--- config.mk ---
export PLATFORM = sky130hd
export DESIGN_NAME = adder_mul_sequencer
export DESIGN_NICKNAME = d
export VERILOG_FILES = /design/src/rtl/adder_mul_sequencer.sv
export SDC_FILE = /design/constraint.sdc
export NUM_CORES = 1
export LEC_CHECK = 0
export BUFFER_PORTS_ARGS = -buffer_cell sky130_fd_sc_hd__buf_2
export CORE_MARGIN = 2
export CORE_UTILIZATION = 47
export CTS_BUF_LIST = sky130_fd_sc_hd__clkbuf_4
export DETAILED_ROUTE_END_ITERATION = 10
export MAX_ROUTING_LAYER = met4
export PLACE_DENSITY_LB_ADDON = 0.3
export SLEW_MARGIN = 40
export SYNTH_ARGS = -nofsm -noshare
export SYNTH_HDL_FRONTEND = slang
export SYNTH_SLANG_ARGS = --single-unit
--- constraint.sdc ---
create_clock -name i_clk -period 1.4 [get_ports i_clk]
set_clock_uncertainty 0.2 [all_clocks]
set_input_delay 0.07 -clock i_clk [delete_from_list [all_inputs] [get_ports i_clk]]
set_output_delay 0.07 -clock i_clk [all_outputs]
set_load 0.01 [all_outputs]
--- src/rtl/adder_mul_sequencer.sv ---
// Shift-and-add multiplier controller driving the shared ripple adder.
// Optional early termination when the remaining multiplier bits are zero: ADDER_MUL_EARLY_TERM_EN.
module adder_mul_sequencer #(
    parameter int OP_WIDTH  = 4,
    parameter int ACC_WIDTH = 8
) (
    input  logic                 i_clk,
    input  logic                 i_rst_n,
    input  logic                 i_start,
    input  logic [OP_WIDTH-1:0]  i_a,
    input  logic [OP_WIDTH-1:0]  i_b,
    output logic [ACC_WIDTH-1:0] o_add_a,
    output logic [ACC_WIDTH-1:0] o_add_b,
    input  logic [ACC_WIDTH-1:0] i_add_s,
    output logic                 o_busy,
    output logic                 o_done,
    output logic [ACC_WIDTH-1:0] o_product
);
    localparam int CNT_W = (OP_WIDTH > 1) ? $clog2(OP_WIDTH) : 1;

    typedef enum logic [1:0] {S_IDLE, S_ITER, S_DONE} state_t;

    state_t               r_state, w_next;
    logic [ACC_WIDTH-1:0] r_acc, r_mcand, r_product;
    logic [OP_WIDTH-1:0]  r_mplier;
    logic [CNT_W-1:0]     r_cnt;
    logic                 w_accept, w_iter, w_last;

    assign w_iter   = (r_state == S_ITER);
    assign w_accept = i_start && (r_state == S_IDLE || r_state == S_DONE);

`ifdef ADDER_MUL_EARLY_TERM_EN
    // Stop as soon as no set multiplier bits remain after this step.
    assign w_last = w_iter && ((r_cnt == CNT_W'(OP_WIDTH-1)) || ((r_mplier >> 1) == '0));
`else
    assign w_last = w_iter && (r_cnt == CNT_W'(OP_WIDTH-1));
`endif

    always_comb begin
        w_next = r_state;
        case (r_state)
            S_IDLE:  if (w_accept) w_next = S_ITER;
            S_ITER:  if (w_last)   w_next = S_DONE;
            S_DONE:  w_next = w_accept ? S_ITER : S_IDLE;
            default: w_next = S_IDLE;
        endcase
    end

    always_ff @(posedge i_clk or negedge i_rst_n) begin
        if (!i_rst_n) begin
            r_state   <= S_IDLE;
            r_acc     <= '0;
            r_mcand   <= '0;
            r_mplier  <= '0;
            r_cnt     <= '0;
            r_product <= '0;
        end else begin
            r_state <= w_next;
            if (w_accept) begin
                r_mcand  <= ACC_WIDTH'(i_a);
                r_mplier <= i_b;
                r_acc    <= '0;
                r_cnt    <= '0;
            end else if (w_iter) begin
                r_acc    <= i_add_s;
                r_mcand  <= r_mcand << 1;
                r_mplier <= r_mplier >> 1;
                r_cnt    <= r_cnt + CNT_W'(1);
                // Final sum goes straight to the product so it is valid in the DONE cycle.
                if (w_last) r_product <= i_add_s;
            end
        end
    end

    assign o_add_a   = w_iter ? r_acc : '0;
    assign o_add_b   = (w_iter && r_mplier[0]) ? r_mcand : '0;
    assign o_busy    = w_iter;
    assign o_done    = (r_state == S_DONE);
    assign o_product = r_product;
endmodule

Word-level counts from Yosys, hierarchy flattened
Cells that the tools add are included.
- bits of input ports: 19
- output and inout bits: 26
- word-level logic and storage cells: 35
- flip-flop bits (word level): 32
- reductions and logical operators: 8
- equality and inequality tests: 5
- bitwise logic cells: 1
- mux-type cells: 14
- $add $sub $neg: 1
- operator list (kind ; number):
    2-to-1 mux 8 bit ; 6
    2-to-1 mux 2 bit ; 4
    2-to-1 mux 4 bit ; 2
    case mux 2 bit (3 select lines) ; 1
    == test 2 bit, second input constant ; 2
    logical AND 1 bit ; 3
    AND reduction 3 bit ; 1
    adder 2 x 1 -> 2 bit, second input constant ; 1
    == test 2 x 1 -> 1 bit, second input constant ; 1
    zero test 2 bit ; 1
    != test 2 x 1 -> 1 bit, second input constant ; 1
    != test 2 bit, second input constant ; 1
    AND reduction 2 bit ; 1
    nonzero test 2 bit ; 1
    logical OR 1 bit ; 1
    2-to-1 mux 1 bit ; 1
    NOT 1 bit ; 1

Logic depth before layout (Yosys ltp)
- depth in word-level cells: 5
- gate-level depth with buffers: 5
- mapped depth without buffers: 4

Worst setup path before layout
OpenSTA, ideal clock, no wires.
- path type: reg2reg
- start point: register r_state[1]
- end point: register r_acc[0]
- period minus slack after synthesis: 1408 ps
- cell stages (with the launch flop): 4
- library setup time: 121 ps
- data required time: 1079 ps
- path slack: -8 ps
- path buffers: 1
- arrival: 1087 ps
- cell sequence: dfrtp_1 buf_4 mux2_2 a22o_1
- longest elaborated chain between the ends: 4
- elaborated cells on any way between the ends: 7
- those cells by class: eq/ne: 2; mux: 1; reduce/logical: 4
- ends and longest elaborated chain (element ; RTL line ; RTL):
    from (decl) ; 23 ; state_t r_state, w_next;
    from (signal assigned) ; 58 ; r_state <= w_next;
    == test 2 bit / zero test 2 bit (equally long branches) ; 30 ; assign w_accept = i_start && (r_state == S_IDLE || r_state == S_DONE);
    logical OR 1 bit ; 30 ;
    logical AND 1 bit ; 30 ;
    2-to-1 mux 8 bit / nonzero test 2 bit (equally long branches) ; n/a ;
    to (signal assigned) ; 65 ; r_acc <= i_add_s;
    to (decl) ; 24 ; logic [ACC_WIDTH-1:0] r_acc, r_mcand, r_product;
Several ways; a longest one is shown, not always the timed one.
A chain may end at the register's enable or synchronous reset.

Worst setup path in the final report
- start point: register r_state[1]
- end point: output o_add_b[6]
- longest elaborated chain between the ends: 3
- ends and longest elaborated chain (element ; RTL line ; RTL):
    == test 2 x 1 -> 1 bit ; 29 ; assign w_iter = (r_state == S_ITER);
    logical AND 1 bit ; 76 ; assign o_add_b = (w_iter && r_mplier[0]) ? r_mcand : '0;
    2-to-1 mux 8 bit ; 76 ;
    to (decl) ; 13 ; output logic [ACC_WIDTH-1:0] o_add_b,
Every way passes these cells.

==> Flow_metrics.wiki <==
{| class="wikitable"
! Metric !! Value
|-
| WP data required || 1.13 ns
|-
| Static leakage power || 1.19 nW
|-
| Setup-failing EPs final || 41
|-
| Std cell rows || 20
|-
| Failing checks || setup timing
|-
| First-pass iteration count of the detailed router || 4
|-
| I/O pin cnt || 45
|-
| Power per cell area || 2250 nW/um2
|-
| Num CTS Buffers || 5
|-
| Final total power || 5.39 mW
|-
| Maximum Capacitance Violations || 0
|-
| DR vias || 1312
|-
| Unrepaired setup endpoints after global routing || true
|-
| Clock latency of the later-clocked register in the worst-skew pair || 0.33 ns
|-
| Synth top area cells || dfrtp_1 54%, mux2_2 15%, a22o_1 8.8%
|-
| Synthesis Warnings || 0
|-
| Half-perimeter wire length after detailed placement || 2270 um
|-
| Tightest slew margin relative to the limit || 77.7%
|-
| Hold WC Path Type || input pin to async pin
|-
| Number of antenna violations at the first check in global routing || 0
|-
| Sinks on Clock Net || 32
|-
| Buffer levels on the longest clock path || 2
|-
| Post-DR wirelength/cell || 17.2 um
|-
| Register bit count reported by yosys || 32
|-
| Peak supply drop || 1.14 mV
|-
| Cell type with the largest total area after synthesis || dfrtp_1
|-
| Clock Pin Slew Worst Setup and Hold Paths || 0.09 ns
|-
| Die boundary width || 60.3 um
|-
| Antenna diode instance count || 0
|-
| Final hold violation count || 0
|-
| Global-route wire length before repair || 5840 um
|-
| Share of the synthesized area in the top cell type || 53.8%
|-
| Proportion of layout cells with a drive suffix above 1 || 58.4%
|-
| Final weighted congestion in routability-driven placement || 0.748
|-
| Sequential share of the synthesized area || 53.8%
|-
| Core occupancy in the finished layout || 79.1%
|-
| Final number of max-transition violations || 0
|-
| Signal arrival time at the worst endpoint || 1.38 ns
|-
| Tot GR Track Use || 23.0%
|-
| Dpl cells || 213
|-
| Layout Nets || 228
|-
| Max Fanout on Critical Path || 6
|-
| Initial cell density of the core || 49.2%
|-
| Crit path time final || 1.65 ns
|-
| TritonCTS clock tree || built
|-
| Number of standard cells in the final layout excluding fillers || 253
|-
| Number of buffers inserted by port buffering || 44
|-
| Clock tree root driver cell || clkbuf_4
|-
| Measured slew at the worst slew-check pin || 0.334 ns
|-
| Library cells used by synthesis || 23
|-
| Mean area per synthesized cell || 12.4 um2
|-
| Period utilisation layout || 118%
|-
| Area of the core region || 3030 um2
|-
| Starting DRC count in detailed routing || 60
|-
| Area of the mapped netlist || 1490 um2
|-
| Residual DRC count || 0
|-
| Syn-to-layout area delta || 60.9%
|-
| Die Y-Extent || 60.3 um
|-
| Number of levels in the clock H-tree || 2
|-
| Number of global-route vias before repair || 1266
|-
| Vias per Instance || 5.19
|-
| Setup_tns || -5.06 ns
|-
| Area of all sequential standard cells || 802 um2
|-
| Maximum clock frequency || 607 MHz
|-
| Number of inserted filler cells in the final layout || 167
|-
| Synthesized Nets || 140
|-
| Number of routed nets with antenna violations || 0
|-
| Total congestion overflow after global routing || 0
|-
| Area of the multi-input gates || 759 um2
|-
| Outcome || finished, violations left
|-
| Count of mapped cells out of synthesis || 120
|-
| Setup slack after layout || -0.247 ns
|-
| Largest net degree at the start of global routing || 33
|-
| Setup CP Type || flop to output pin
|-
| Pre-CTS setup slack || -0.0389 ns
|-
| Final wirelength || 4350 um
|-
| Startpoint type of the worst setup path || flop
|-
| CP endpoint kind || output pin
|-
| Overall die area || 3630 um2
|}
final timing paths:
| path | from | to | slack, ns | cells after the start |
|---|---|---|---|---|
| hold reg to reg | o_product[3] | o_product[3] | 0.32 | 1 |
| setup reg to reg | r_state[1] | r_acc[4] | -0.08 | 4 |
| max in group asynchronous | i_rst_n | r_state[0] | 0.81 | 3 |
| min in group i_clk | i_add_s[0] | o_product[0] | 0.31 | 3 |
| setup / recovery | r_state[1] | o_add_b[6] | -0.25 | 5 |
| hold / removal | i_rst_n | r_mplier[3] | 0.01 | 3 |
logic make-up after synthesis:
| kind of cell | synth area share [%] |
|---|---|
| adders and majority gates | 0.840 |
| DFF | 53.8 |
| muxes | 15.8 |
| AOI/OAI and AO/OA | 14.3 |
| buffers and inverters | 4.79 |
| and+or+nand+nor | 10.5 |
routing by layer:
layer | vias to the layer above | part of all wire, % | global-route usage (%)
met1 | 645 | 42 | 28.1
met2 | 46 | 51 | 36.5
met4 | 0 | 2.7 | 7.62
li1 | 608 | - | -
met3 | 13 | 4.5 | 6.71
met5 | - | 0 | -
per-stage QoR:
| stage | hold WS, ns | area (um2) |
|---|---|---|
| finish | 0.0100 | 2400 |
| global route | 0.0149 | 2400 |
| CTS | 0.0201 | 2210 |
| detailed placement | -0.161 | 1820 |
| global placement | -0.162 | 1820 |
| floorplan | -0.426 | 1490 |
critical path: stages, from the launching register on:
cell and delay (ns):
dfrtp_1 0.39, nand2b_4 0.17, inv_6 0.08, buf_6 0.12
and3_4 0.18, buf_6 0.10
cell usage in the layout (no fill, tap or decap), drive strengths merged:
| cell | netlist | routed |
|---|---|---|
| mux2i | 1 | 1 |
| o22ai | 5 | 5 |
| nor2 | 1 | 1 |
| and3 | 8 | 8 |
| nor2b | 3 | 3 |
| a21o | 1 | 1 |
| nand2b | 2 | 2 |
| a21oi | 6 | 6 |
| mux2 | 20 | 20 |
| a22o | 15 | 15 |
| buf | 6 | 69 |
| inv | 7 | 7 |
| a211oi | 1 | 1 |
| clkbuf | 1 | 7 |
| ha | 1 | 1 |
| o21ai | 1 | 1 |
| clkinv | 0 | 1 |
| dfrtp | 32 | 32 |
| dlygate4sd3 | 0 | 18 |
| nand2 | 1 | 2 |
| and2 | 8 | 8 |
repair_timing:
item / in CTS / in global routing
resized for setup: 20 / 32
endpoints found under the setup margin: 39 / 43
gates cloned: 2 / 0
setup buffers: 7 / 6
pin swaps: 1 / 9
hold endpoints to repair: 57 / 0
hold buffers: 18 / 0
cells in the mapped netlist (all sizes together):
master,instances
a21o,1
mux2i,1
ha,1
and2,8
nand2b,2
a22o,15
o21ai,1
o22ai,5
buf,6
nor2b,3
inv,7
dfrtp,32
and3,8
mux2,20
a21oi,6
a211oi,1
clkbuf,1
nand2,1
nor2,1
registers in the layout (all words and copies together) (netlist names):
register,cells
r_acc,8
r_state,2
o_product,8
r_mcand,8
r_mplier,4
r_cnt,2
layout make-up:
| type | count | area share, % |
|---|---|---|
| clock buffer | 7 | 2.19 |
| clock inverter | 1 | 0.157 |
| inverter | 7 | 1.31 |
| multi-input combinational | 75 | 31.7 |
| sequential | 32 | 33.5 |
| tap | 44 | 2.30 |
| timing repair buffer | 87 | 28.9 |
power by group:
part / internal (mW) / total, mW / switching [mW]
Sequential: 1.36 / 1.73 / 0.366
Clock: 0.232 / 0.540 / 0.308
Combinational: 1.77 / 3.12 / 1.35
Power figures use the tool's default switching activity.
